--- src/rtl/gate_pattern_gen_if.sv ---
// ---------------------------------------------------------------------------
// gate_pattern_gen_if
// Valid/ready pattern channel between the stimulus generator and the
// capture/compare stage that drives the gate-model netlist.
//   pat_valid  master->slave  pat_data/pat_index hold a vector
//   pat_ready  slave->master  downstream accepts the vector
//   pat_data   master->slave  WIDTH-bit input vector (bit k drives N(k+1))
//   pat_index  master->slave  0-based index of the vector within the run
// ---------------------------------------------------------------------------
interface gate_pattern_gen_if #(
    parameter int WIDTH = 23,
    parameter int CNT_W = 16
);
    logic             pat_valid;
    logic             pat_ready;
    logic [WIDTH-1:0] pat_data;
    logic [CNT_W-1:0] pat_index;

    modport master (
        output pat_valid,
        output pat_data,
        output pat_index,
        input  pat_ready
    );

    modport slave (
        input  pat_valid,
        input  pat_data,
        input  pat_index,
        output pat_ready
    );
endinterface

--- src/rtl/gate_pattern_gen.sv ---
// ---------------------------------------------------------------------------
// gate_pattern_gen
// Produces a programmable-length run of WIDTH-bit input vectors from a
// Fibonacci LFSR (x^23+x^18+1 by default) and hands them downstream over a
// valid/ready channel. Reports busy while running and a one-cycle done pulse
// at the end of each run.
//
// Ports:
//   clk           clock, rising edge
//   rst_n         synchronous active-low reset
//   start         start-run pulse, honoured only in IDLE
//   num_patterns  run length, latched on an accepted start
//   seed_load     load seed_in into the seed register, honoured only in IDLE
//   seed_in       new seed (zero is replaced by SEED)
//   pat           master side of gate_pattern_gen_if (valid/ready/data/index)
//   busy          high while vectors are being issued
//   done          single-cycle pulse after the last vector is accepted
//
// Build option: define GATE_PATGEN_WALK_EN to prefix every run with a
// walking-zero preamble (all-ones with bit k cleared, k = 0..WIDTH-1).
// ---------------------------------------------------------------------------
module gate_pattern_gen #(
    parameter int               WIDTH = 23,
    parameter int               CNT_W = 16,
    parameter logic [WIDTH-1:0] SEED  = 23'h000001,
    parameter logic [WIDTH-1:0] TAPS  = 23'h420000
) (
    input  logic                clk,
    input  logic                rst_n,
    input  logic                start,
    input  logic [CNT_W-1:0]    num_patterns,
    input  logic                seed_load,
    input  logic [WIDTH-1:0]    seed_in,
    gate_pattern_gen_if.master  pat,
    output logic                busy,
    output logic                done
);

    typedef enum logic [1:0] {IDLE, RUN, FIN} state_t;

    state_t           state, state_nxt;
    logic [WIDTH-1:0] seed_reg;
    logic [WIDTH-1:0] lfsr;
    logic [WIDTH-1:0] lfsr_nxt;
    logic [WIDTH-1:0] seed_eff;
    logic [WIDTH-1:0] pat_data_r;
    logic [CNT_W-1:0] pat_index_r;
    logic [CNT_W-1:0] len;
    logic             valid_w;
    logic             hs;
    logic             last;

    function automatic logic [WIDTH-1:0] lfsr_step(input logic [WIDTH-1:0] v);
        return {v[WIDTH-2:0], ^(v & TAPS)};
    endfunction

`ifdef GATE_PATGEN_WALK_EN
    function automatic logic [WIDTH-1:0] walk_vec(input int k);
        return ~({{(WIDTH-1){1'b0}}, 1'b1} << k);
    endfunction

    logic [31:0] idx_wide;
    assign idx_wide = 32'(pat_index_r);
`endif

    // A same-cycle seed_load is applied before start so the run sees it.
    assign seed_eff = !seed_load      ? seed_reg :
                      (seed_in == '0) ? SEED     : seed_in;
    assign lfsr_nxt = lfsr_step(lfsr);
    assign hs       = valid_w & pat.pat_ready;
    assign last     = (pat_index_r == len - CNT_W'(1));

    assign pat.pat_valid = valid_w;
    assign pat.pat_data  = pat_data_r;
    assign pat.pat_index = pat_index_r;

    always_ff @(posedge clk) begin
        if (!rst_n) state <= IDLE;
        else        state <= state_nxt;
    end

    always_comb begin
        state_nxt = state;
        valid_w   = 1'b0;
        busy      = 1'b0;
        done      = 1'b0;
        unique case (state)
            IDLE: begin
                if (start) state_nxt = (num_patterns != '0) ? RUN : FIN;
            end
            RUN: begin
                valid_w = 1'b1;
                busy    = 1'b1;
                if (hs && last) state_nxt = FIN;
            end
            FIN: begin
                done      = 1'b1;
                state_nxt = IDLE;
            end
            default: state_nxt = IDLE;
        endcase
    end

    always_ff @(posedge clk) begin
        if (!rst_n) begin
            seed_reg    <= SEED;
            lfsr        <= SEED;
            pat_data_r  <= '0;
            pat_index_r <= '0;
            len         <= '0;
        end else begin
            unique case (state)
                IDLE: begin
                    if (seed_load) seed_reg <= seed_eff;
                    if (start && num_patterns != '0) begin
                        len         <= num_patterns;
                        pat_index_r <= '0;
                        lfsr        <= seed_eff;
`ifdef GATE_PATGEN_WALK_EN
                        pat_data_r  <= walk_vec(0);
`else
                        pat_data_r  <= seed_eff;
`endif
                    end
                end
                RUN: begin
                    if (hs && !last) begin
                        pat_index_r <= pat_index_r + CNT_W'(1);
`ifdef GATE_PATGEN_WALK_EN
                        // lfsr holds the seed untouched through the preamble,
                        // so the first LFSR vector is the seed itself.
                        if (idx_wide < 32'(WIDTH - 1)) begin
                            pat_data_r <= walk_vec(int'(idx_wide) + 1);
                        end else if (idx_wide == 32'(WIDTH - 1)) begin
                            pat_data_r <= lfsr;
                        end else begin
                            lfsr       <= lfsr_nxt;
                            pat_data_r <= lfsr_nxt;
                        end
`else
                        lfsr       <= lfsr_nxt;
                        pat_data_r <= lfsr_nxt;
`endif
                    end
                end
                default: ;
            endcase
        end
    end

endmodule

--- src/flat_wrapper.sv ---
// flat-port wrapper written by rule: the top's interface ports become plain ports
module gate_pattern_gen_flat 
#(
    parameter int               WIDTH = 23,
    parameter int               CNT_W = 16,
    parameter logic [WIDTH-1:0] SEED  = 23'h000001,
    parameter logic [WIDTH-1:0] TAPS  = 23'h420000
)
  (clk, rst_n, start, num_patterns, seed_load, seed_in, busy, done, pat_pat_valid, pat_pat_data, pat_pat_index, pat_pat_ready);
  gate_pattern_gen_if #(.WIDTH(WIDTH), .CNT_W(CNT_W)) pat_i ();
  input  logic clk;
  input  logic rst_n;
  input  logic start;
  input  logic [CNT_W-1:0] num_patterns;
  input  logic seed_load;
  input  logic [WIDTH-1:0] seed_in;
  output logic busy;
  output logic done;
  output wire logic [$bits(pat_i.pat_valid)-1:0] pat_pat_valid;
  output wire logic [$bits(pat_i.pat_data)-1:0] pat_pat_data;
  output wire logic [$bits(pat_i.pat_index)-1:0] pat_pat_index;
  input wire logic [$bits(pat_i.pat_ready)-1:0] pat_pat_ready;
  assign pat_pat_valid = pat_i.pat_valid;
  assign pat_pat_data = pat_i.pat_data;
  assign pat_pat_index = pat_i.pat_index;
  assign pat_i.pat_ready = pat_pat_ready;
  gate_pattern_gen #(.WIDTH(WIDTH), .CNT_W(CNT_W), .SEED(SEED), .TAPS(TAPS)) u_core (.clk(clk), .rst_n(rst_n), .start(start), .num_patterns(num_patterns), .seed_load(seed_load), .seed_in(seed_in), .pat(pat_i), .busy(busy), .done(done));
endmodule
--- config.mk ---
export PLATFORM = sky130hd
export DESIGN_NAME = gate_pattern_gen_flat
export DESIGN_NICKNAME = d
export VERILOG_FILES = /design/src/rtl/gate_pattern_gen_if.sv /design/src/rtl/gate_pattern_gen.sv /design/src/flat_wrapper.sv
export SDC_FILE = /design/constraint.sdc
export NUM_CORES = 1
export LEC_CHECK = 0
export BUFFER_PORTS_ARGS = -buffer_cell sky130_fd_sc_hd__buf_4
export CAP_MARGIN = 15
export CORE_MARGIN = 2
export CORE_UTILIZATION = 46
export CTS_CLUSTER_SIZE = 14
export DETAILED_ROUTE_END_ITERATION = 12
export PLACE_DENSITY = 0.68
export SYNTH_ARGS = -nofsm -noshare
export SYNTH_HDL_FRONTEND = slang
export SYNTH_SLANG_ARGS = --single-unit
--- constraint.sdc ---
create_clock -name clk -period 3.7 [get_ports clk]
set_clock_uncertainty 0.05 [all_clocks]
set_input_delay 0.185 -clock clk [delete_from_list [all_inputs] [get_ports clk]]
set_output_delay 0.185 -clock clk [all_outputs]
set_load 0.01 [all_outputs]
# == Yosys cells after proc, flatten, opt, wreduce, memory -nomap -nowiden ==
# Cells that the tools add are included.
# word_totals
regBits,103
in_bits,44
out_inout_bits,42
# op_classes
addsub,2
eq_ne,7
n_mux,14
bitwise,1
n_reduce_logical,13
# ops
cell,count
$mux W23,4
$pmux W23 S2,1
$mux W16,2
$pmux W16 S2,1
$logic_not A23 Y1,1
$reduce_xor A23 Y1,1
$add A16 B1 Y16 const B,1
$eq A16 B16 Y1,1
$reduce_bool A16 Y1,1
$sub A16 B1 Y16 const B,1
$mux W2,3
$ne A2 B1 Y1 const B,3
$reduce_and A2 Y1,3
$pmux W2 S2,1
$logic_and A1 B1 Y1,3
$reduce_and A3 Y1,1
$eq A2 B1 Y1 const B,1
$eq A2 B2 Y1 const B,1
$logic_not A2 Y1,1
$mux W1,2
$ne A2 B2 Y1 const B,1
$reduce_bool A2 Y1,1
$and A1 B1 Y1,1
$logic_not A1 Y1,1

# == Longest topological paths before layout ==
# logic_depth
depth_word,6
depth_mapped,13

# == Worst setup path after synthesis ==
# OpenSTA, ideal clock, no wires.
# synth_path
path_kind,flip-flop to flip-flop
startpoint,reg u_core.len[0]
endpoint,reg u_core.pat_index_r[5] (netlist: u_core.pat.pat_index[5])
t_arrival_ps,2690
setup_slack_ps,830
stages_incl_launch_ff,12
n_path_buf,2
period_less_slack_ps,2870
cell_sequence,dfxtp_1 > inv_1 > ha_1 > buf_2 > or3b_1 > o32a_1 > a21o_1 > or4b_4 > a31oi_4 > buf_6 > or3_1 > a21oi_2
# synth_via
elab_chain_cells,6
# synth_rtl
item,line,text
"start, declared",gate_pattern_gen.sv:48,logic [CNT_W-1:0] len;
"start signal, assigned",gate_pattern_gen.sv:116,len <= num_patterns;
$sub A16 B1 Y16,gate_pattern_gen.sv:71,assign last = (pat_index_r == len - CNT_W'(1));
$eq A16 B16 Y1,gate_pattern_gen.sv:71,
$logic_not A1 Y1,gate_pattern_gen.sv:127,if (hs && !last) begin
$logic_and A1 B1 Y1,gate_pattern_gen.sv:127,
$ne A2 B1 Y1 (no line),n/a,
$reduce_and A3 Y1 (no line),n/a,
"end signal, assigned",gate_pattern_gen.sv:128,pat_index_r <= pat_index_r + CNT_W'(1);
"end, declared",gate_pattern_gen.sv:47,logic [CNT_W-1:0] pat_index_r;
# Every way passes these cells.
# A chain may end at the register's enable or synchronous reset.

# == Worst setup path in the final report ==
# layout_path
startpoint,reg u_core.len[0]
endpoint,reg u_core.pat_index_r[10] (netlist: u_core.pat.pat_index[10])
# Same word-level chain as after synthesis.

==> run summary <==
The power per cell area came out at 406 nW/µm². The number of flip-flops in the largest register came out at 23. The die covers around 10000 µm². The fraction of synthesized cell area taken by the top area cell type is about 37%. The launching element of the worst setup path is u_core.len[0]$_SDFFE_PN0P_. In this run the critical register-to-register path is launched from u_core.len[0]$_SDFFE_PN0P_. The synthesized instance count is between 500 and 600.

The fraction of synthesis flops using an asynchronous set or reset pin is 0%. The count of warnings emitted by yosys came out at 0. The most instantiated flip-flop cell in the synthesis netlist is sky130_fd_sc_hd__dfxtp_1. The hold path depth is 3. The site row count came out at 35. The count of buffers added on input and output ports is 85. The maximum fanout encountered on the critical timing path is 25. The global-route wire length before repair is around 18000 µm. The starting DRC count in detailed routing came out at between 150 and 200. After detailed routing, the average wire length per cell comes to 15.1 µm. The critical path endpoint category is a flop. Setup violations remaining at the end of the flow were counted as 0. The complex-gate fraction of the synthesized area came out at 14.5%. The sum of routed wire length over all layers is 11300 µm.

The initial utilization of the core area, before any placement, comes to a little under half. The number of detailed-route iterations in the first pass is 4. Measured against the total synthesized area, the mux share comes to between 10% and 20%.

The total count of hold-check failures in the final report came out at 0. The maximum clock rate is approximately 290 MHz. The post-cts hold buffer count came out at 0. Using the TritonRoute via totals, the vias-per-cell ratio works out to ~5.5.

Pin placement for this block handled 86 I/O pins. For the pin with the worst max-slew slack, the measured transition is 1.08 ns. The element type at the critical path start is a flop. The sequential area share after synthesis came out at around 37%. Sorting the synthesized cells by area gives the leading types as sky130_fd_sc_hd__dfxtp_1, sky130_fd_sc_hd__mux2i_1, sky130_fd_sc_hd__nand2_1, sky130_fd_sc_hd__a21oi_1, sky130_fd_sc_hd__buf_4. At the later pin of the worst-skew pair, clock insertion delay measures between 0.3 and 0.4 ns.

The half-perimeter wire length after placement is approximately 8000 µm. The worst min-delay path category is in -> reg. The run finished with clean final reports.

The analysis attributes to cell leakage a power of between 0.002 and 0.0025 µW. The final design utilization came out at 56.2%. Setup repair after global routing left no endpoint under its margin. The total global routing overflow came out at 0. By area, the combinational part of the netlist is dominated by simple AND/OR/NAND/NOR gates. STA puts the critical path data required time at 3.92 ns. The horizontal die dimension is 102 µm.

The total of cells resized after clock tree synthesis is 0. The smallest clock period supported by the final layout is computed as 3.43 ns. The number of cells on the worst reg-to-reg path is 10. The residual antenna-violating net count after detailed routing is 0.

Entering global routing, the biggest net connects 65 pins. The register bit count reported by yosys came out at ~80. sky130_fd_sc_hd__dfxtp_1 takes more of the synthesized area than any other cell.

The initial antenna violation count is 0. The final number of max-transition violations came out at 0. The setup slack after layout came out at about 0.27 ns. Following the worst setup path forward leads to its endpoint at u_core.pat.pat_index[10]$_SDFFE_PN0P_. The xor and xnor area share after synthesis is under 10%. The cell sitting at the root of the clock tree is a sky130_fd_sc_hd__clkbuf_8.

The slowest stage of the critical path belongs to the cell sky130_fd_sc_hd__a31oi_4. The worst path arrival time is about 3.7 ns. TritonCTS built the clock tree. The area growth from synthesis to layout is 17.5%. The endpoint identified for the worst register-to-register timing path is u_core.pat.pat_index[10]$_SDFFE_PN0P_. The commonest cells after synthesis are sky130_fd_sc_hd__nand2_1, sky130_fd_sc_hd__dfxtp_1, sky130_fd_sc_hd__a21oi_1, sky130_fd_sc_hd__mux2i_1, sky130_fd_sc_hd__nor2_1.

The net count after synthesis is between 600 and 700. Buffers inserted during clock tree synthesis total 9. Global routing consumed, over all layers together, 22.3% of the routing resources. The final clock period utilization by the worst path is between 90% and 100%. The setup slack of the most critical reg-to-reg path came out at approximately 0.27 ns. Counting flops with a built-in enable in the synthesized netlist gives 0.

The core outline area is roughly 9300 µm². Overall power consumption after layout is estimated at about 2100 µW. The critical path goes through inv_1 > ha_1 > or3b_1 > nor4_1 > o21ai_0 > nand3_1 > or4b_4 > a31oi_4 > o31ai_1 > a21oi_1. The number of setup buffers added after CTS is 0. In the final layout, the share of cells above drive strength 1 is approximately a fifth. In the routed design, unresolved DRC markers number 0. The number of buffers on the longest clock path is 2.

The number of nets in the layout is between 600 and 700. OpenSTA, run right after detailed placement, puts the worst setup slack at 0.312 ns. The number of global-route vias before repair was 3854. The peak supply drop is 0.218 mV.

The number of clock sinks is 81. sky130_fd_sc_hd__nand2_1 is the most common cell in the netlist. The clock transition at the registers of the reported paths is roughly 0.10 ns. The level count of the clock H-tree came out at 3.

Summing the areas of all and, or, nand and nor instances in the mapped netlist gives a little over a quarter of the synthesized area. The adder-cell share of the synthesized area is less than 1%. The number of filler instances in the final layout came out at slightly above 900. The maximum single-stage delay on the critical path is 0.56 ns.

The worst setup path is of the reg -> reg kind. The count of vias placed by the detailed router is approximately 4k. The final weighted congestion in routability-driven placement is approximately 0.9. In this run the tightest slew margin relative to its limit is 27.7%. The number of distinct library cell variants in the gate-level netlist after synthesis came out at 55. After synthesis, the mean cell area works out to 7.88 µm². The repair_antennas step left the layout with diodes totalling 0. The post-route setup TNS is 0 ns. The cell area after synthesis is roughly 4400 µm². Across the run, the number of max-cap violations was 0. The height of the die is roughly 100 µm.
==> power breakdown <==
part	switching [µW]	internal, µW	total (µW)
combinational	258	210	469
sequential	51.5	925	976
clock	355	321	676
==> how the worst min path moves through the flow <==
stage,end,slack [ns],startpoint
floorplan,u_core.lfsr[0]$_SDFFE_PN1P_,0.21,rst_n
global placement,u_core.lfsr[0]$_SDFFE_PN1P_,0.37,rst_n
global route,u_core.seed_reg[5]$_SDFFE_PN0P_,0.02,seed_in[5]
detailed placement,u_core.lfsr[0]$_SDFFE_PN1P_,0.38,rst_n
finish,u_core.seed_reg[6]$_SDFFE_PN0P_,0.02,seed_in[6]
CTS,u_core.seed_reg[0]$_SDFFE_PN1P_,0.008,rst_n
==> metal layers <==
metal | wire [µm] | share of wire, % | global-route usage, %
met5 | 0 | 0 | 0
met4 | 153 | 1.4 | 7.69
met3 | 431 | 3.8 | 4.65
met2 | 5800 | 51 | 39.7
met1 | 4900 | 43 | 26.6
==> cells by family after synthesis <==
logic type	Yosys count
compound gates	114
xor+xnor	20
fa+ha+maj	2
buf+inv	64
flops	81
mux	45
simple gates	238
==> layout make-up <==
type / instances / area, µm² / area share (%)
sequential: 81 / 1620 / 31.1
multi-input combinational: 419 / 2480 / 47.5
clock inverter: 6 / 73.8 / 1.41
inverter: 7 / 26.3 / 0.503
tap: 129 / 161 / 3.09
clock buffer: 10 / 128 / 2.44
timing repair buffer: 95 / 732 / 14.0
==> cells in the final DEF (no fill, tap or decap), drive strengths merged, types with 2 or more instances in the layout <==
| master | count |
|---|---|
| clkinv | 4 |
| and2 | 4 |
| ha | 2 |
| nor3 | 6 |
| xnor2 | 10 |
| nor4 | 17 |
| or4 | 5 |
| a311oi | 2 |
| a211oi | 2 |
| or3 | 10 |
| nand4 | 11 |
| o21ai | 38 |
| or4b | 2 |
| nor2 | 35 |
| nor2b | 2 |
| a31oi | 3 |
| clkbuf | 10 |
| nand2b | 2 |
| and3 | 7 |
| nand2 | 116 |
| inv | 8 |
| a21oi | 55 |
| buf | 94 |
| o31ai | 3 |
| o211ai | 5 |
| dfxtp | 81 |
| and4 | 2 |
| nand3 | 9 |
| or2 | 2 |
| mux2i | 45 |
| nor3b | 4 |
| xor2 | 10 |
==> through the flow <==
step	std cells	instance area, µm²	hold slack, ns
after floorplan	564	4440	0.211
after global placement	728	4980	0.373
after detailed placement	728	4980	0.383
after CTS	744	5180	0.00807
after global routing	747	5220	0.0173
final	747	5220	0.0239
==> critical path, delay by kind of cell (launching register included) <==
family	cells	cell delay [ns]
and+or+nand+nor	4	1.42
adders and majority gates	1	0.30
buffers and inverters	1	0.10
AOI/OAI and AO/OA	4	1.08
DFF	1	0.39
Note: power is estimated with default switching activity, not from simulation.
